==> config.mk <==
export PLATFORM = sky130hd
export DESIGN_NAME = load_store_unit
export DESIGN_NICKNAME = d
export VERILOG_FILES = /design/src/rtl/load_store_unit.sv
export SDC_FILE = /design/constraint.sdc
export NUM_CORES = 1
export LEC_CHECK = 0
export ABC_AREA = 1
export BUFFER_PORTS_ARGS = -buffer_cell sky130_fd_sc_hd__buf_4
export CAP_MARGIN = 20
export CELL_PAD_IN_SITES_DETAIL_PLACEMENT = 1
export CELL_PAD_IN_SITES_GLOBAL_PLACEMENT = 1
export CORE_UTILIZATION = 30
export CTS_CLUSTER_DIAMETER = 60
export DETAILED_ROUTE_END_ITERATION = 16
export GPL_TIMING_DRIVEN = 0
export HOLD_SLACK_MARGIN = 0.02
export PLACE_DENSITY = 0.71
export SYNTH_ARGS = -nofsm -noshare
export SYNTH_HDL_FRONTEND = slang
export SYNTH_SLANG_ARGS = --single-unit
==> constraint.sdc <==
create_clock -name i_clk -period 2.4 [get_ports i_clk]
set_input_delay 0.24 -clock i_clk [delete_from_list [all_inputs] [get_ports i_clk]]
set_output_delay 0.24 -clock i_clk [all_outputs]
set_load 0.01 [all_outputs]
==> src/rtl/load_store_unit.sv <==
// Load/store unit between the MEM stage and a single-cycle-read data memory.
// Sub-word loads are extracted and extended here; SB/SH become a read-modify-write of the whole word.
module load_store_unit #(
    parameter int unsigned MEM_BYTES = 512
) (
    input  logic        i_clk,
    input  logic        i_rst_n,
    input  logic        i_req_valid,
    output logic        o_req_ready,
    input  logic        i_req_we,
    input  logic [2:0]  i_req_funct3,
    input  logic [31:0] i_req_addr,
    input  logic [31:0] i_req_wdata,
    output logic        o_rsp_valid,
    output logic [31:0] o_rsp_rdata,
    output logic        o_rsp_err,
    output logic        o_ctrl_mem_rd_en,
    output logic        o_ctrl_mem_wr_en,
    output logic [31:0] o_mem_addr,
    output logic [31:0] o_mem_wdata,
    input  logic [31:0] i_mem_rdata
);

    localparam logic [31:0] MEM_LIMIT = 32'(MEM_BYTES);

    localparam logic [2:0] F3_B  = 3'b000;
    localparam logic [2:0] F3_H  = 3'b001;
    localparam logic [2:0] F3_W  = 3'b010;
    localparam logic [2:0] F3_BU = 3'b100;
    localparam logic [2:0] F3_HU = 3'b101;

    typedef enum logic [2:0] {
        IDLE  = 3'd0,
        RD    = 3'd1,
        DATA  = 3'd2,
        MERGE = 3'd3,
        WR    = 3'd4,
        RESP  = 3'd5
    } state_t;

    state_t      state;
    state_t      state_next;

    logic        we_q;
    logic [2:0]  funct3_q;
    logic [1:0]  off_q;
    logic [15:0] wdata_q;
    logic [31:0] mem_addr_q;
    logic [31:0] mem_wdata_q;
    logic [31:0] rdata_q;
    logic        err_q;

    logic        accept;
    logic        req_err;
    logic [7:0]  byte_sel;
    logic [15:0] half_sel;
    logic [31:0] load_ext;
    logic [31:0] merged;

    assign accept = i_req_valid && (state == IDLE);

    always_comb begin
        req_err = 1'b0;
        case (i_req_funct3)
            F3_B:    req_err = 1'b0;
            F3_BU:   req_err = i_req_we;
            F3_H:    req_err = i_req_addr[0];
            F3_HU:   req_err = i_req_we | i_req_addr[0];
            F3_W:    req_err = |i_req_addr[1:0];
            default: req_err = 1'b1;
        endcase
        if (i_req_addr >= MEM_LIMIT) begin
            req_err = 1'b1;
        end
    end

    always_comb begin
        state_next = state;
        case (state)
            IDLE: begin
                if (i_req_valid) begin
                    if (req_err) begin
                        state_next = RESP;
                    end else if (i_req_we && (i_req_funct3 == F3_W)) begin
                        state_next = WR;
                    end else begin
                        state_next = RD;
                    end
                end
            end
            RD:      state_next = we_q ? MERGE : DATA;
            DATA:    state_next = RESP;
            MERGE:   state_next = WR;
            WR:      state_next = RESP;
            RESP:    state_next = IDLE;
            default: state_next = IDLE;
        endcase
    end

    always_ff @(posedge i_clk or negedge i_rst_n) begin
        if (!i_rst_n) begin
            state <= IDLE;
        end else begin
            state <= state_next;
        end
    end

    // Read word arrives in DATA/MERGE, the cycle after the RD strobe.
    always_comb begin
        byte_sel = i_mem_rdata[{off_q, 3'b000} +: 8];
        half_sel = off_q[1] ? i_mem_rdata[31:16] : i_mem_rdata[15:0];
        case (funct3_q)
            F3_B:    load_ext = {{24{byte_sel[7]}}, byte_sel};
            F3_BU:   load_ext = {24'h0, byte_sel};
            F3_H:    load_ext = {{16{half_sel[15]}}, half_sel};
            F3_HU:   load_ext = {16'h0, half_sel};
            default: load_ext = i_mem_rdata;
        endcase
    end

    always_comb begin
        merged = i_mem_rdata;
        if (funct3_q[1:0] == 2'b00) begin
            merged[{off_q, 3'b000} +: 8] = wdata_q[7:0];
        end else if (off_q[1]) begin
            merged[31:16] = wdata_q;
        end else begin
            merged[15:0] = wdata_q;
        end
    end

    always_ff @(posedge i_clk or negedge i_rst_n) begin
        if (!i_rst_n) begin
            we_q        <= 1'b0;
            funct3_q    <= 3'b000;
            off_q       <= 2'b00;
            wdata_q     <= 16'h0;
            mem_addr_q  <= 32'h0;
            mem_wdata_q <= 32'h0;
            rdata_q     <= 32'h0;
            err_q       <= 1'b0;
        end else begin
            if (accept) begin
                we_q     <= i_req_we;
                funct3_q <= i_req_funct3;
                off_q    <= i_req_addr[1:0];
                wdata_q  <= i_req_wdata[15:0];
                rdata_q  <= 32'h0;
                err_q    <= req_err;
                if (!req_err) begin
                    mem_addr_q <= {i_req_addr[31:2], 2'b00};
                    if (i_req_we && (i_req_funct3 == F3_W)) begin
                        mem_wdata_q <= i_req_wdata;
                    end
                end
            end
            if (state == DATA) begin
                rdata_q <= load_ext;
            end
            if (state == MERGE) begin
                mem_wdata_q <= merged;
            end
        end
    end

    assign o_req_ready      = (state == IDLE);
    assign o_ctrl_mem_rd_en = (state == RD);
    assign o_ctrl_mem_wr_en = (state == WR);
    assign o_mem_addr       = mem_addr_q;
    assign o_mem_wdata      = mem_wdata_q;
    assign o_rsp_valid      = (state == RESP);
    assign o_rsp_rdata      = (state == RESP) ? rdata_q : 32'h0;
    assign o_rsp_err        = (state == RESP) && err_q;

endmodule

# Yosys cells after proc, flatten, opt, wreduce, memory -nomap -nowiden
# Index checks and enable logic that the tools add are counted.
dict set report classes {
  addsub 1
  n_lt_le_gt_ge 1
  n_eq_ne 14
  n_shift 3
  muxes 20
  bitwise_logic 2
  reduce_logical 14
}
# op n
set ops {}
lappend ops {{$mux W32} 8}
lappend ops {{$pmux W32 S4} 1}
lappend ops {{$mux W16} 3}
lappend ops {{$bwmux W32} 1}
lappend ops {{$ge A32 B10 Y1 const B} 1}
lappend ops {{$shift A8 B7 Y32 const A} 1}
lappend ops {{$shiftx A32 B6 Y8} 1}
lappend ops {{$shiftx A8 B7 Y32} 1}
lappend ops {{$eq A3 B3 Y1 const B} 6}
lappend ops {{$pmux W3 S4} 1}
lappend ops {{$eq A3 B1 Y1 const B} 3}
lappend ops {{$eq A3 B2 Y1 const B} 3}
lappend ops {{$logic_not A3 Y1} 3}
lappend ops {{$mux W3} 3}
lappend ops {{$neg A5 Y7} 1}
lappend ops {{$reduce_bool A2 Y1} 3}
lappend ops {{$pmux W1 S5} 1}
lappend ops {{$reduce_or A2 Y1} 2}
lappend ops {{$logic_and A1 B1 Y1} 3}
lappend ops {{$reduce_and A3 Y1} 1}
lappend ops {{$logic_not A2 Y1} 1}
lappend ops {{$mux W1} 2}
lappend ops {{$ne A2 B1 Y1 const B} 1}
lappend ops {{$ne A2 B2 Y1 const B} 1}
lappend ops {{other kinds (3)} 3}
dict set report totals {
  register_bits 120
  inputBits 103
}

# Logic depth before layout (Yosys ltp)
# Gate-level depths: netlist of run 1.
dict set report depth {
  depth_word 6
  mapped_depth 14
  mapped_depth_nobuf 10
}

# Least setup slack after synthesis of run 1
# No wires, ideal clock.
dict set report synth_timing {
  kind {flip-flop to flip-flop}
  startpoint {reg off_q[1]}
  endpoint {reg mem_wdata_q[0], in the netlist o_mem_wdata[0]}
  arrival_time_ns 1.930
  required_ns 2.335
  slack_ns 0.406
  path_stages_with_launch 13
  period_less_slack_ns 1.994
  path_cell_list {dfrtp_1 buf_4 inv_2 buf_4 buf_2 ha_1 nor2_1 nand3_1 nand2_1 nand3_1 nand2_1 nand4_1 nand2_1}
}
dict set report synth_via {
  elab_chain_cells 5
  elab_cells_between_ends 7
}
# item line
set synth_lines {}
lappend synth_lines {{from (decl)} 46} ;# logic [1:0] off_q;
lappend synth_lines {{from (signal assigned)} 146} ;# off_q <= i_req_addr[1:0];
lappend synth_lines {{$neg A5 Y7} 124} ;# merged[{off_q, 3'b000} +: 8] = wdata_q[7:0];
lappend synth_lines {{$shiftx A8 B7 Y32 or $shift A8 B7 Y32 (tied branches)} 124}
lappend synth_lines {{$bwmux W32} 124}
lappend synth_lines {{$mux W32 (*)} 123} ;# if (funct3_q[1:0] == 2'b00) begin
lappend synth_lines {{$mux W32 (*)} 160} ;# if (state == MERGE) begin
lappend synth_lines {{to (signal assigned)} 153} ;# mem_wdata_q <= i_req_wdata;
lappend synth_lines {{to (signal assigned)} 161} ;# mem_wdata_q <= merged;
lappend synth_lines {{to (decl)} 49} ;# logic [31:0] mem_wdata_q;
# Every way passes the cells marked *; elsewhere a longest branch is shown, timed or not.
# A chain may end at the register's enable or synchronous reset.

# Worst setup path after layout of run 1
dict set report layout_timing {
  startpoint {reg off_q[1]}
  endpoint {reg mem_wdata_q[5], in the netlist o_mem_wdata[5]}
}
# Same word-level chain as after synthesis.

==> impl_metrics.ini, run 1 <==
[final_layout]
drive_gt1_share_pct = 23.2
final_nets = 1460
nFillCells = 3138
multiInputGateArea_um2 = 3550
seq_area_um2 = 3000
fin_cells = 1690
areaGrowthSynthToFinish_pct = 36.2

[clock_network]
postCtsSetupBuffers = 0
clock_latency_ps = 430
cts_made_buffers = 17
cts-root-buf = clkbuf_16
htree_levels = 4
path_clk_slew_ps = 70
clockBufferDepth = 2
tritoncts = yes
clock_sinks = 120

[floorplan]
start_util_pct = 30.6
die_area_um2 = 25500
core-area_um2 = 24300
die_width_um = 160
ios = 204
rows = 57
die_h_um = 160

[timing]
fin_crit_ps = 2190
fin_worst_skew_ps = 10.1
final_hold_viol_count = 0
slew_violations = 0
worstMarginPinSlew_ps = 620
setup_viol = 0
max_slew_margin_pct = 58.6
fin_crit_sh_pct = 91.2
rsz0062_at_grt = no
setup_ws_ps = 210
max_freq_mhz = 457

[placement]
gp_congestion = 0.924
place_inst = 1644
dp_hpwl_mm = 22.5
portBuffers = 201
place_ws_ps = -133

[worst_setup_path]
cp.arrival_ps = 2570
cp_slowest_cell = dfrtp_1
startpoint_type = register
path_cells = buf_4 -> inv_2 -> buf_4 -> ha_2 -> buf_2 -> nand2_1 -> inv_2 -> nand3_1 -> nand2_1 -> nand3_1 -> nand2_1 -> nand4_1 -> nand2_1
slowest_delay_ps = 410
crit_type = register to register
crit_fanout = 21
cp_top_family = buffers and inverters
crit_top_cell = nand2_1
crit_required_ps = 2780
cp-end-kind = register
critical_path_buf_inv_count = 5

[yosys]
synth_cells = 1117
synth_area_um2 = 7450
yosys_warnings = 0
avgSynthCellArea_um2 = 6.67
ys_ff_latch = 120
synth.distinct_cells = 31
synth-seq-area-share_pct = 40.3

[worst_hold_path]
min_path_type = input port to register

[power]
leakagePower_nw = 5.58
powerDensity_nw_per_um2 = 1010
ir_drop_mv = 0.540

[routing]
wl_per_cell_um = 17.1
drc = 0
vias = 8203
drt_iter0_drc = 532
wl_mm = 28.9
ant_nets = 0
vias_per_cell = 4.85
drtPass1Iterations = 5

[grt]
grt_use_total_pct = 23.2
grt_pass1_vias = 8427
overflow = 0
grt_max_degree = 62
grt_pass1_wl_mm = 45.8
antenna_found_initial = 0

[run]
max_cap_viol_count = 0

[run_status]
outcome = completed
==> path summary, 6_finish.rpt <==
path                       slack (ps)                          to            startpoint  cells past startpoint
min                                30      wdata_q[7]$_DFFE_PN0P_        i_req_wdata[7]                      3
max                               210  o_mem_wdata[5]$_DFFE_PN0P_  off_q[1]$_DFFE_PN0P_                     13
max reg2reg                       210  o_mem_wdata[5]$_DFFE_PN0P_  off_q[1]$_DFFE_PN0P_                     13
min in group asynchronous         360     rdata_q[24]$_DFFE_PN0P_               i_rst_n                      2
max in group asynchronous        1320  o_mem_addr[15]$_DFFE_PN0P_               i_rst_n                      3
min reg2reg                       470        state[1]$_DFFE_PN0P_  state[2]$_DFFE_PN0P_                      1
==> registers in the layout, summed over array words and instances (netlist names) <==
register / cells
err_q: 1
funct3_q: 3
o_mem_addr: 30
o_mem_wdata: 32
off_q: 2
rdata_q: 32
state: 3
wdata_q: 16
we_q: 1
==> cell usage after synthesis, drive strengths merged <==
library cell / count / area, µm²
a211oi: 1 / 7.51
a21oi: 39 / 195
buf: 59 / 382
clkbuf: 11 / 41.3
conb: 1 / 3.75
dfrtp: 120 / 3000
ha: 5 / 62.6
inv: 130 / 493
nand2: 380 / 1440
nand3: 101 / 536
nand4: 32 / 200
nor2: 143 / 552
nor3: 3 / 15.0
o2111ai: 1 / 8.76
o211ai: 9 / 67.6
o21ai: 76 / 380
o21bai: 1 / 11.3
o221ai: 3 / 26.3
o311ai: 2 / 17.5
==> power breakdown <==
part	leakage [nW]	internal [mW]	total (mW)	switching [mW]
registers	1.50	2.47	2.87	0.400
logic	3.80	1.64	4.83	3.19
clock network	0.277	1.39	2.56	1.17
total	5.58	5.50	10.3	4.76
==> stage by stage <==
stage	total power [mW]	TNS (ps)	utilization (%)	hold WS [ps]	cell area [µm²]
floorplan	5.93	0	-	-55.6	7450
global placement	7.50	-653	38.5	434	9360
detailed placement	7.62	-1030	38.6	255	9400
CTS	10.3	0	41.7	20.7	10100
global route	11.0	0	41.7	37.9	10100
finish	10.3	0	41.7	27.5	10100
==> final cells by class <==
class,instances,area share [%]
Timing Repair Buffer,217,16.7
Multi-Input combinational cell,798,35.0
Inverter,130,4.86
Clock inverter,15,1.51
Antenna cell,1,0.0247
Clock buffer,17,4.19
Buffer,68,4.11
Tap cell,324,4.00
Sequential cell,120,29.6
==> timing repair <==
| action | 4_1_cts | 5_1_grt |
|---|---|---|
| gates resized for setup | 3 | 16 |
| hold buffers | 15 | 0 |
| hold endpoints to repair | 74 | 0 |
| pin swaps | 0 | 0 |
| endpoints found under the setup margin | 11 | 29 |
==> cells in the final DEF, fill, tap and decap left out, types with 4 or more instances in the layout <==
| cell type | netlist | routed |
|---|---|---|
| o21ai_1 | 10 | 17 |
| a21oi_1 | 39 | 39 |
| o21ai_0 | 66 | 58 |
| inv_8 | 0 | 7 |
| nand2_2 | 4 | 5 |
| nand3_1 | 98 | 97 |
| clkbuf_16 | 0 | 17 |
| buf_6 | 11 | 12 |
| clkbuf_1 | 11 | 11 |
| dfrtp_1 | 120 | 120 |
| inv_6 | 0 | 4 |
| ha_1 | 5 | 4 |
| nor2_1 | 141 | 140 |
| o211ai_1 | 9 | 9 |
| buf_2 | 35 | 33 |
| inv_1 | 121 | 118 |
| buf_4 | 9 | 210 |
| dlygate4sd3_1 | 0 | 15 |
| nand4_1 | 32 | 32 |
| nand2_1 | 375 | 374 |
| inv_2 | 7 | 10 |
==> worst reg2reg max path, cell delays in order, from the launching register on <==
cell and delay [ps]:
dfrtp_1 410, buf_4 180, inv_2 70, buf_4 260, ha_2 210, buf_2 200, nand2_1 90, inv_2 130
nand3_1 80, nand2_1 80, nand3_1 140, nand2_1 100, nand4_1 110, nand2_1 70
==> routing by layer <==
metal | part of all wire (%) | track usage (%) | vias up | wire length (µm)
li1 | - | - | 3981 | -
met1 | 43 | 29.4 | 3912 | 12500
met2 | 47 | 38.2 | 261 | 13600
met3 | 6.6 | 5.13 | 49 | 1910
met4 | 2.9 | 9.00 | 0 | 835
met5 | 0 | 0 | - | 0
==> cells by family after synthesis <==
logic type                 after synthesis  synth area share [%]
AOI/OAI and AO/OA                      132                  9.60
adders and majority gates                5                 0.840
buffers and inverters                  200                  12.3
DFF                                    120                  40.3
other                                    1                0.0504
and+or+nand+nor                        659                  36.9
Note: power is estimated with default switching activity, not from simulation.
==> run 2: changes to the inputs <==
Settings changed: CELL_PAD_IN_SITES_DETAIL_PLACEMENT 1 to unset, CELL_PAD_IN_SITES_GLOBAL_PLACEMENT 1 to unset, CTS_CLUSTER_SIZE set to 10, PLACE_DENSITY 0.71 to 0.54.
==> run 2 against run 1 <==
Via count is 2.3% lower. Sequential cell count stayed put. Critical path depth is 2 lower. Cell count hardly changed. Total power is 0.63% higher. Utilization is 0.098 points higher.
==> impl_metrics.ini, run 2 (synthesis gave the netlist of run 1 again) <==
[run_status]
outcome = completed

[placement]
place_ws_ps = -94.5
dp_hpwl_mm = 21.6
place_inst = 1644
post_dp_cell_area_um2 = 9400
portBuffers = 201
gp_congestion = 0.953

[run]
max_cap_viol_count = 0

[grt]
grt_pass1_vias = 7785
grt_pass1_wl_mm = 43.7
overflow = 0
grt_use_total_pct = 22.4
gr-usage-met1_pct = 29.2
grt_max_degree = 70
gr-usage-met2_pct = 35.6
global_route.usage.met3_pct = 6.54
busiest_layer = met2
antenna_found_initial = 1

[final_layout]
fin_cells = 1689
design_area_um2 = 10200
diodes = 0
seq_area_um2 = 3000
areaGrowthSynthToFinish_pct = 36.5
fin_util_pct = 41.8
final_nets = 1460
nFillCells = 2582
most-common-layout-cells = 375 x nand2_1, 209 x buf_4, 140 x nor2_1
multiInputGateArea_um2 = 3540
drive_gt1_share_pct = 22.9
mostFrequentLayoutCell = nand2_1

[worst_setup_path]
cp.arrival_ps = 2540
r2r_cells = 11
crit_type = register to register
reg2reg_slack_ps = 220
startpoint_type = register
cp-end-kind = register
r2r_end = o_mem_wdata[6]$_DFFE_PN0P_
rr_startpoint = off_q[1]$_DFFE_PN0P_
crit_required_ps = 2770
crit_fanout = 21

[clock_network]
cts-root-buf = clkbuf_16
clock_latency_ps = 430
cts_made_buffers = 17
path_clk_slew_ps = 60
clock_sinks = 120
tritoncts = yes
htree_levels = 4
clockBufferDepth = 2

[worst_hold_path]
min_path_type = input port to register
min_to = we_q$_DFFE_PN0P_
hold_start = i_req_we
whs_path_depth = 3

[floorplan]
die_area_um2 = 25500
start_util_pct = 30.6
die_width_um = 160
rows = 57
core-area_um2 = 24300
ios = 204
die_h_um = 160

[routing]
wl_mm = 28.0
vias_per_cell = 4.74
vias = 8013
wl_per_cell_um = 16.6
drc = 0
drtPass1Iterations = 5
ant_nets = 0
drt_iter0_drc = 599

[timing]
max_slew_margin_pct = 60.9
final_hold_viol_count = 0
setup_viol = 0
setup_tns_ps = 0
fin_crit_ps = 2180
setup_ws_ps = 223
slew_violations = 0
fin_crit_sh_pct = 90.7
fin_worst_skew_ps = 10.0
rsz0062_at_grt = no
max_freq_mhz = 459
worstMarginPinSlew_ps = 587
holdWs_ps = 28.7

[power]
ir_drop_mv = 0.607
leakagePower_nw = 5.60
power_mw = 10.3
powerDensity_nw_per_um2 = 1020
[run 2: changes by cell type in the layout (fill, tap and decap cells not counted), moves of 3 or more]
cell / delta
inv_8: -7
o21ai_0: +7
o21ai_1: -6
bufinv_16: +3
clkinv_4: +3
[run 2: layout make-up]
class / instances / area share [%]
clock buffers: 19 / 4.46
inverters: 130 / 4.85
clock inverters: 13 / 1.65
flip-flops and latches: 120 / 29.5
multi-input cells: 798 / 34.8
plain buffers: 68 / 4.10
well taps: 324 / 3.99
repair buffers: 217 / 16.6
[run 2: power by group]
group	switching (mW)	internal [mW]
registers	0.387	2.47
logic	3.11	1.62
clock network	1.03	1.70
total	4.53	5.79
[run 2: how the worst max path moves through the flow]
stage	startpoint	cells past startpoint	end
final	off_q[1]$_DFFE_PN0P_	11	o_mem_wdata[6]$_DFFE_PN0P_
after CTS	off_q[1]$_DFFE_PN0P_	13	o_mem_wdata[16]$_DFFE_PN0P_
after floorplan	off_q[1]$_DFFE_PN0P_	12	o_mem_wdata[0]$_DFFE_PN0P_
after detailed placement	off_q[1]$_DFFE_PN0P_	12	o_mem_wdata[4]$_DFFE_PN0P_
after global placement	off_q[1]$_DFFE_PN0P_	12	o_mem_wdata[6]$_DFFE_PN0P_
after global routing	off_q[1]$_DFFE_PN0P_	13	o_mem_wdata[6]$_DFFE_PN0P_
[run 2: per-layer routing]
layer	wire length [µm]	vias up
met4	736	2
met5	17	-
met3	2160	40
li1	-	3975
met2	12700	316
met1	12400	3680
[run 2: critical path, stage by stage (launching register included)]
cell	delay, ps
dfrtp_1	410
buf_4	180
inv_2	70
buf_4	250
ha_1	330
nor2_2	310
nand3_1	120
nand2_1	80
nand3_1	100
nand2_1	90
nand4_1	100
nand2_1	80
[run 2: what timing repair did]
item | CTS | global route
endpoints found under the hold margin | 65 | 0
gates resized for setup | 1 | 5
hold buffers | 15 | 0
pin swaps | 0 | 0
setup endpoints to repair | 8 | 30
buffers inserted | 0 | 0
==> run 3: changes to the inputs <==
Settings changed: CORE_UTILIZATION 30 to 53, PLACE_DENSITY 0.54 to 0.84.
==> run 3 against run 2 <==
Setup slack worse by 7.5 ps. Sequential share of layout area is 0.80 points higher. Global-route usage is 13 points higher. Highest routed layer is now met4. Cell area is 2.6% lower.
==> impl_metrics.ini, run 3 (synthesis gave the netlist of run 1 again) <==
[placement]
place_inst = 1496
gp_congestion = 0.966
dp_hpwl_mm = 18.8
portBuffers = 201
post_dp_cell_area_um2 = 9210

[floorplan]
die_area_um2 = 14500
start_util_pct = 55.3
rows = 42
die_width_um = 121
ios = 204
die_h_um = 121
core-area_um2 = 13500

[final_layout]
diodes = 0
fin_cells = 1536
nFillCells = 1103
seq_area_um2 = 3000
most-common-layout-cells = 375 x nand2_1, 209 x buf_4, 140 x nor2_1
mostFrequentLayoutCell = nand2_1
multiInputGateArea_um2 = 3550
design_area_um2 = 9900
final_nets = 1455
drive_gt1_share_pct = 23.0
areaGrowthSynthToFinish_pct = 32.9
fin_util_pct = 73.6

[worst_setup_path]
cp-end-kind = primary output
critical_path_buf_inv_count = 4
crit_required_ps = 2160
slowest_delay_ps = 430
crit_fanout = 10
cp_slowest_cell = clkbuf_1
cp_top_family = buffers and inverters
startpoint_type = register
path_cells = inv_2 -> nor3_1 -> inv_1 -> clkbuf_1 -> nor2_1 -> buf_4
crit_type = register to primary output
cp.arrival_ps = 1940

[routing]
drt_iter0_drc = 894
ant_nets = 0
wl_mm = 25.2
drc = 0
vias_per_cell = 5.44
drtPass1Iterations = 5
vias = 8354
wl_per_cell_um = 16.4

[timing]
final_hold_viol_count = 0
slew_violations = 0
worstMarginPinSlew_ps = 600
fin_worst_skew_ps = 7.10
holdWs_ps = 18.5
max_slew_margin_pct = 60.0
fin_crit_ps = 2180
max_freq_mhz = 458
fin_crit_sh_pct = 91.0
rsz0062_at_grt = no
setup_viol = 0

[clock_network]
htree_levels = 4
cts-root-buf = clkbuf_16
path_clk_slew_ps = 60
clock_sinks = 120
postCtsSetupBuffers = 0
tritoncts = yes
clockBufferDepth = 2
cts_made_buffers = 17
clock_latency_ps = 430

[power]
leakagePower_nw = 5.56
ir_drop_mv = 0.558
powerDensity_nw_per_um2 = 1020

[grt]
grt_pass1_vias = 8023
overflow = 0
grt_max_degree = 62
antenna_found_initial = 0
grt_use_total_pct = 35.8
grt_pass1_wl_mm = 39.9

[run]
max_cap_viol_count = 0

[run_status]
outcome = completed

[worst_hold_path]
min_path_type = input port to register
-- run 3: cell types whose count changed in the layout (fill, tap and decap cells not counted), sizes merged --
cell,before,now
inv,133,140
clkinv,5,3
bufinv,3,0
dlygate4sd3,15,10
clkbuf,31,29
-- run 3: worst paths after layout --
path	cells past startpoint	from	to	slack (ps)
max in group asynchronous	3	i_rst_n	o_mem_addr[26]$_DFFE_PN0P_	1360
setup reg to reg	10	off_q[1]$_DFFE_PN0P_	o_mem_wdata[10]$_DFFE_PN0P_	230
hold reg to reg	1	state[2]$_DFFE_PN0P_	state[1]$_DFFE_PN0P_	470
min in group asynchronous	2	i_rst_n	rdata_q[24]$_DFFE_PN0P_	340
setup / recovery	6	state[0]$_DFFE_PN0P_	o_rsp_rdata[28]	220
hold / removal	3	i_req_wdata[0]	wdata_q[0]$_DFFE_PN0P_	20
-- run 3: area by class of cell --
class	instances	share of cell area, %
Tap cell	176	2.23
Sequential cell	120	30.3
Multi-Input combinational cell	798	35.8
Clock inverter	15	1.53
Clock buffer	17	4.30
Timing Repair Buffer	212	16.6
Inverter	130	4.98
Buffer	68	4.21
-- run 3: metal layers --
metal,global-route usage (%),vias to the layer above,wire length [µm]
met5,0,-,0
met2,60.1,460,12000
li1,-,3973,-
met1,45.0,3844,9900
met4,13.2,0,866
met3,7.97,77,2470
-- run 3: through the flow --
step | total power [mW] | worst slack, ps | TNS (ps)
floorplan | 5.93 | 406 | 0
global placement | 7.30 | -34.5 | -170
detailed placement | 7.39 | -30.0 | -85.2
CTS | 9.93 | 50.1 | 0
global route | 10.7 | 26.8 | 0
finish | 10.1 | 216 | 0
-- run 3: where the power goes --
part	switching, mW	internal [mW]
clock network	1.12	1.38
registers	0.392	2.47
logic	3.08	1.63
-- run 3: what timing repair did --
action                     in CTS  in global routing
setup endpoints to repair       8                 31
resized for setup               1                  8
hold buffers                   10                  0
hold endpoints to repair       68                  0
-- run 3: tightest hold or removal path: stages --
cell and delay, ps:
buf_4 90, nand2_1 40, nand2_1 50
